--- config.mk ---
export PLATFORM = sky130hd
export DESIGN_NAME = matvec_sequencer
export DESIGN_NICKNAME = d
export VERILOG_FILES = /design/src/rtl/processor_pkg.sv /design/src/rtl/lane_mask_gen.sv /design/src/rtl/matvec_sequencer.sv
export SDC_FILE = /design/constraint.sdc
export NUM_CORES = 1
export LEC_CHECK = 0
export ABC_AREA = 1
export ABC_CLOCK_PERIOD_IN_PS = 3500
export BUFFER_PORTS_ARGS = -buffer_cell sky130_fd_sc_hd__buf_2
export CAP_MARGIN = 5
export CORE_AREA = 2 2 66 68
export CTS_BUF_LIST = sky130_fd_sc_hd__clkbuf_4
export CTS_CLUSTER_SIZE = 8
export DETAILED_ROUTE_END_ITERATION = 10
export DIE_AREA = 0 0 68 70
export GPL_TIMING_DRIVEN = 0
export PLACE_DENSITY = 0.65
export SYNTH_ARGS = -nofsm -noshare
export SYNTH_HDL_FRONTEND = slang
export SYNTH_SLANG_ARGS = --single-unit
--- constraint.sdc ---
create_clock -name clk -period 3.5 [get_ports clk]
set_input_delay 0.35 -clock clk [delete_from_list [all_inputs] [get_ports clk]]
set_output_delay 0.35 -clock clk [all_outputs]
set_load 0.02 [all_outputs]
--- src/rtl/processor_pkg.sv ---
// rtl/processor_pkg.sv - shared state encoding, defaults and counter type for matvec_sequencer
package processor_pkg;

    localparam int MAX_N_C = 8;
    localparam int LANES_C = 4;
    localparam int CNT_W_C = $clog2(MAX_N_C + 1);

    typedef logic [CNT_W_C-1:0] seq_cnt_t;

    typedef enum logic [2:0] {
        IDLE,
        CHECK,
        LOAD,
        OP,
        STORE,
        TX_POP,
        TX,
        DONE
    } seq_state_e;

endpackage

--- src/rtl/lane_mask_gen.sv ---
// rtl/lane_mask_gen.sv - active lane count and enable mask for the current row group
module lane_mask_gen
    import processor_pkg::*;
#(
    parameter int CNT_W = $clog2(MAX_N_C + 1),
    parameter int LANES = LANES_C,
    parameter int AW    = $clog2(LANES + 1)
) (
    input  logic [CNT_W:0]   i_row_base,
    input  logic [CNT_W-1:0] i_n,
    output logic [LANES-1:0] o_mask,
    output logic [AW-1:0]    o_active
);

    localparam logic [CNT_W:0] LANES_W = (CNT_W + 1)'(LANES);

    logic [CNT_W:0] w_n_ext;
    logic [CNT_W:0] w_rem;

    assign w_n_ext = {1'b0, i_n};

    // rows still to process from row_base; zero once the base has passed N
    always_comb begin
        w_rem = '0;
        if (i_row_base < w_n_ext) begin
            w_rem = w_n_ext - i_row_base;
        end
    end

    // active = min(LANES, remaining rows)
    always_comb begin
        o_active = AW'(w_rem);
        if (w_rem >= LANES_W) begin
            o_active = AW'(LANES);
        end
    end

    // thermometer mask: lanes below the active count are enabled
    always_comb begin
        o_mask = '0;
        for (int i = 0; i < LANES; i++) begin
            o_mask[i] = (AW'(i) < o_active);
        end
    end

endmodule

--- src/rtl/matvec_sequencer.sv ---
// rtl/matvec_sequencer.sv - grouped N x N matrix-vector sequencer; define ABORT_EN to add abort/aborted
module matvec_sequencer
    import processor_pkg::*;
#(
    parameter int MAX_N = MAX_N_C,
    parameter int LANES = LANES_C,
    parameter int CNT_W = $clog2(MAX_N + 1),
    parameter int SEL_W = (LANES > 1) ? $clog2(LANES) : 1
) (
    input  logic             clk,
    input  logic             rst,
    input  logic             start,
    input  logic [CNT_W-1:0] n_size,
    input  logic             in_empty,
    input  logic             res_full,
    input  logic             tx_ready,
`ifdef ABORT_EN
    input  logic             abort,
    output logic             aborted,
`endif
    output logic             busy,
    output logic             done,
    output logic             err_size,
    output logic             pop,
    output logic [LANES-1:0] lane_en,
    output logic             lane_retro,
    output logic             push_res,
    output logic [SEL_W-1:0] res_sel,
    output logic             pop_res,
    output logic             transmit,
    output logic [CNT_W-1:0] row_base
);

    localparam int               AW      = $clog2(LANES + 1);
    localparam logic [CNT_W:0]   LANES_W = (CNT_W + 1)'(LANES);
    localparam logic [CNT_W-1:0] MAX_N_W = CNT_W'(MAX_N);
    localparam logic [CNT_W-1:0] ONE_N   = CNT_W'(1);
    localparam logic [AW-1:0]    ONE_A   = AW'(1);

    seq_state_e       r_state;
    seq_state_e       w_next;
    logic [CNT_W-1:0] r_n;
    logic [CNT_W-1:0] r_col_cnt;
    logic [CNT_W-1:0] r_tx_cnt;
    logic [AW-1:0]    r_lane_cnt;
    logic [CNT_W:0]   r_row_base;

    logic [LANES-1:0] w_mask;
    logic [AW-1:0]    w_active;
    logic [CNT_W:0]   w_row_next;
    logic             w_latch;
    logic             w_clear;
    logic             w_col_inc;
    logic             w_col_clr;
    logic             w_lane_inc;
    logic             w_group_end;
    logic             w_tx_inc;
    logic             w_tx_clr;
    logic             w_abort;

`ifdef ABORT_EN
    assign w_abort = abort && (r_state != IDLE);
`else
    assign w_abort = 1'b0;
`endif

    // row_base is one bit wider than N so this sum never wraps
    assign w_row_next = r_row_base + LANES_W;
    assign row_base   = r_row_base[CNT_W-1:0];

    lane_mask_gen #(
        .CNT_W (CNT_W),
        .LANES (LANES),
        .AW    (AW)
    ) u_lane_mask_gen (
        .i_row_base (r_row_base),
        .i_n        (r_n),
        .o_mask     (w_mask),
        .o_active   (w_active)
    );

    // state register
    always_ff @(posedge clk or negedge rst) begin
        if (!rst) begin
            r_state <= IDLE;
        end else begin
            r_state <= w_next;
        end
    end

    // next-state decode, output strobes and counter control
    always_comb begin
        w_next      = r_state;
        busy        = (r_state != IDLE);
        done        = 1'b0;
        err_size    = 1'b0;
        pop         = 1'b0;
        lane_en     = '0;
        lane_retro  = 1'b0;
        push_res    = 1'b0;
        res_sel     = '0;
        pop_res     = 1'b0;
        transmit    = 1'b0;
        w_latch     = 1'b0;
        w_clear     = 1'b0;
        w_col_inc   = 1'b0;
        w_col_clr   = 1'b0;
        w_lane_inc  = 1'b0;
        w_group_end = 1'b0;
        w_tx_inc    = 1'b0;
        w_tx_clr    = 1'b0;
        case (r_state)
            IDLE: begin
                if (start) begin
                    w_latch = 1'b1;
                    w_next  = CHECK;
                end
            end
            CHECK: begin
                if ((r_n == '0) || (r_n > MAX_N_W)) begin
                    err_size = 1'b1;
                    w_next   = IDLE;
                end else begin
                    w_clear = 1'b1;
                    w_next  = LOAD;
                end
            end
            LOAD: begin
                pop = !in_empty;
                if (!in_empty) begin
                    w_next = OP;
                end
            end
            OP: begin
                lane_en    = w_mask;
                lane_retro = (r_col_cnt != '0);
                if (r_col_cnt == r_n - ONE_N) begin
                    w_col_clr = 1'b1;
                    w_next    = STORE;
                end else begin
                    w_col_inc = 1'b1;
                    w_next    = LOAD;
                end
            end
            STORE: begin
                res_sel  = r_lane_cnt[SEL_W-1:0];
                push_res = !res_full;
                if (!res_full) begin
                    if (r_lane_cnt == w_active - ONE_A) begin
                        w_group_end = 1'b1;
                        w_next      = (w_row_next >= {1'b0, r_n}) ? TX_POP : LOAD;
                    end else begin
                        w_lane_inc = 1'b1;
                    end
                end
            end
            TX_POP: begin
                pop_res = 1'b1;
                w_next  = TX;
            end
            TX: begin
                transmit = 1'b1;
                if (tx_ready) begin
                    if (r_tx_cnt == r_n - ONE_N) begin
                        w_tx_clr = 1'b1;
                        w_next   = DONE;
                    end else begin
                        w_tx_inc = 1'b1;
                        w_next   = TX_POP;
                    end
                end
            end
            DONE: begin
                done   = 1'b1;
                w_next = IDLE;
            end
            default: begin
                w_next = IDLE;
            end
        endcase
        if (w_abort) begin
            w_next  = IDLE;
            w_clear = 1'b1;
            done    = 1'b0;
        end
    end

    // size latch and column/lane/word/row-group counters
    always_ff @(posedge clk or negedge rst) begin
        if (!rst) begin
            r_n        <= '0;
            r_col_cnt  <= '0;
            r_lane_cnt <= '0;
            r_tx_cnt   <= '0;
            r_row_base <= '0;
        end else begin
            if (w_latch) begin
                r_n <= n_size;
            end
            if (w_clear) begin
                r_col_cnt  <= '0;
                r_lane_cnt <= '0;
                r_tx_cnt   <= '0;
                r_row_base <= '0;
            end else begin
                if (w_col_clr) begin
                    r_col_cnt <= '0;
                end else if (w_col_inc) begin
                    r_col_cnt <= r_col_cnt + ONE_N;
                end
                if (w_group_end) begin
                    r_lane_cnt <= '0;
                    r_row_base <= w_row_next;
                end else if (w_lane_inc) begin
                    r_lane_cnt <= r_lane_cnt + ONE_A;
                end
                if (w_tx_clr) begin
                    r_tx_cnt <= '0;
                end else if (w_tx_inc) begin
                    r_tx_cnt <= r_tx_cnt + ONE_N;
                end
            end
        end
    end

`ifdef ABORT_EN
    // one-cycle pulse following an accepted abort
    always_ff @(posedge clk or negedge rst) begin
        if (!rst) begin
            aborted <= 1'b0;
        end else begin
            aborted <= w_abort;
        end
    end
`endif

endmodule
==> metrics.yaml <==
power:
  seqPwrFrac_pct: 26.1
  p_comb_share_pct: 65.0
  p_int_mw: 0.668
  power.density_nw_per_um2: 695
  vdd_ir_drop_max_mv: 0.242
  clkPwrFrac_pct: 8.8
  power_switching_mw: 0.703
  totalPowerFinal_mw: 1.37
  p_leak_nw: 1.12
  switching_share_pct: 51.3
die:
  die_height_um: 70
  die_area_um2: 4760
  top_level_ports: 28
  initial_core_util_pct: 42.0
  fp.dieW_um: 68
  core_um2: 4140
  rows: 24
grt:
  grt_max_degree: 22
  grt_pass1_wl_um: 5960
  gr-usage-all-layers_pct: 16.3
  grt_pass1_vias: 1395
  overflow: 0
  antenna_found_initial: 0
worst_setup_path:
  endpoint_kind: "flop"
  worstPathCellList: "inv_1 > ha_1 > inv_2 > nand2_1 > nand3_2 > inv_2 > nor3_1 > nand2_1 > ha_1 > or2_2 > nand3b_1 > a21oi_1 > nand2_1 > nand2_1 > nand2_1 > nand2_1 > nand2_1"
  slowest_delay_ns: 0.43
  crit_slowest_cell: "dfrtp_1"
  worst-path-buf-inv: 3
  reg2reg_slack_ns: 0.76
  cp.required_ns: 3.71
  arrival_ns: 2.95
  cp_top_family: "simple AND/OR/NAND/NOR gates"
  critical_path_class: "flop to flop"
  crit_path_max_fanout: 5
  cp_common_cell: "nand2_1"
  cp-start-kind: "flop"
synth:
  synth_top_family_by_area: "simple AND/OR/NAND/NOR gates"
  synth_adder_area_share_pct: 9.35
  syn_area_per_cell_um2: 7.04
  async_flop_share_pct: 100
  mappedNetlistArea_um2: 1740
  synth_seq_cells: 21
  yosysTopAreaCellShare_pct: 30.2
  ys.flop_type: "dfrtp_1"
  synth_mux_area_share_pct: 0
  synthXorXnorAreaFrac_pct: 6.55
  synthSimpleGateAreaFrac_pct: 32.7
  synth_compound_area_share_pct: 8.42
  yosys.area.top_type: "dfrtp_1"
  synthCells: 247
  synth_seq_area_share_pct: 30.2
  synth.area.top_cells: "dfrtp_1 (30%), nand2_1 (11%), ha_1 (9.4%)"
  synth_edf_count: 0
  yosysWarnings: 0
  ys_types: 31
drt:
  avgRoutedWirePerCell_um: 10.8
  vias_per_cell: 4.72
  drt_pre_antenna_iters: 4
  drc: 0
  initialDrtViolationCount: 26
  vias: 1563
  drtAntennaViolNets: 0
  wl_um: 3570
cells_and_area:
  final_nets: 303
  diodes: 0
  area_delta_synth_final_pct: 13.5
  layout-drive-gt1-share_pct: 20.4
  n_fill_cell: 424
clock_network:
  clock_latency_ns: 0.31
  cts-root-buf: "clkbuf_4"
  cts-htree-levels: 1
  clockBufferDepth: 2
  post_cts_buffers: 0
  clk_pin_slew_worst_paths_ns: 0.12
  postCtsResizedCells: 0
  numCtsBuffers: 3
  cts_tree: "yes"
  clock-sinks: 21
run_status:
  status: "completed"
placed_design:
  hpwl_um: 2920
  finalWeightedCongestion: 0.865
  port_buffers: 25
timing:
  hold_viol: 0
  drv_slew: 0
  fin_crit_ns: 2.74
  setup_viol: 0
  clock.fmax_mhz: 365
  rsz0062_at_grt: "no"
  final.setup.tns_ns: 0
  skew_ns: 0.00247
  fin_crit_sh_pct: 78.3
  holdWs_ns: 0.287
job:
  drv_cap: 0
worst_hold_path:
  holdCritPathClass: "input pin to flop"
[stage by stage]
stage,area (um2),std cells,setup slack [ns],utilization [%]
finish,1970,331,0.760,47.6
global route,1970,331,0.487,47.6
CTS,1970,331,0.738,47.6
detailed placement,1940,326,0.766,46.7
global placement,1940,326,0.822,46.7
floorplan,1750,249,1.07,-
[worst reg2reg max path, delay by kind of cell, from the launching register on]
| family | cells | cell delay [ns] |
|---|---|---|
| simple gates | 11 | 1.04 |
| buf+inv | 3 | 0.25 |
| flops | 1 | 0.43 |
| fa+ha+maj | 2 | 0.69 |
| compound gates | 1 | 0.23 |
[synthesized netlist by cell type (3+ instances only)]
master and count:
dfrtp_1 21, nand3_2 4, nand3_1 23, nand2_1 52, ha_1 13, inv_1 36
nor2_1 25, nor3_1 4, buf_4 6, o22ai_1 3, xor2_1 6, inv_2 5
xnor2_1 7, o21ai_0 8, nand2_2 4, a21oi_1 12, nor2_2 4
[repair_timing]
action | 4_1_cts | 5_1_grt
endpoints found under the hold margin | 21 | 0
hold buffers | 1 | 0
setup endpoints to repair | 0 | 0
[flip-flops by register name, indices dropped and copies added, names as in the netlist]
register	count
r_state	3
r_lane_cnt	3
r_n	4
r_col_cnt	4
r_row_base	3
r_tx_cnt	4
[power by group through the flow]
stage | sequential [mW] | combinational [mW] | clock (mW)
final | 0.358 | 0.892 | 0.121
after global routing | 0.368 | 1.02 | 0.141
after CTS | 0.358 | 0.902 | 0.130
after detailed placement | 0.363 | 0.895 | 0
after global placement | 0.363 | 0.879 | 0
after floorplan | 0.346 | 0.719 | 0
[per-layer routing]
layer / GRT usage [%] / share of wire (%) / up-vias
li1: - / - / 840
met3: 1.93 / 2.3 / 4
met1: 22.1 / 48 / 696
met2: 26.3 / 48 / 23
met5: 0 / 0 / -
met4: 5.33 / 1.2 / 0
[logic make-up after synthesis]
group	Yosys count
buf+inv	50
simple gates	122
flops	21
other cells	1
fa+ha+maj	13
xor+xnor	13
compound gates	27
[worst paths after layout]
| path | cells after the start | from | end |
|---|---|---|---|
| setup reg to reg | 17 | r_row_base[2] | r_state[2] |
| hold reg to reg | 2 | r_row_base[4] | r_row_base[4] |
| hold / removal | 3 | n_size[0] | r_n[0] |
| setup / recovery | 17 | r_row_base[2] | r_state[2] |
| max in group asynchronous | 2 | rst | r_row_base[2] |
| min in group asynchronous | 2 | rst | r_state[2] |
[layout make-up]
type	instances	area (um2)	share of cell area [%]
Multi-Input combinational cell	178	1000	50.8
Sequential cell	21	526	26.6
Inverter	43	163	8.24
Timing Repair Buffer	26	135	6.84
Tap cell	52	65.1	3.30
Buffer	7	56.3	2.85
Clock buffer	3	22.5	1.14
Clock inverter	1	5.00	0.253
[layout by cell type (no fill, tap or decap), types with 2 or more instances in the layout]
master,count
xnor2_1,7
o21ai_0,8
nand2_1,52
nor2_2,4
buf_4,6
a21oi_1,12
nor2_1,25
clkinv_2,2
inv_1,36
buf_2,25
dfrtp_1,21
nand2_2,4
inv_2,5
nor3_1,4
ha_1,13
nand3_2,4
o22ai_1,3
nand3_1,23
clkbuf_4,3
conb_1,3
xor2_1,6
Note: power is estimated with default switching activity, not from simulation.
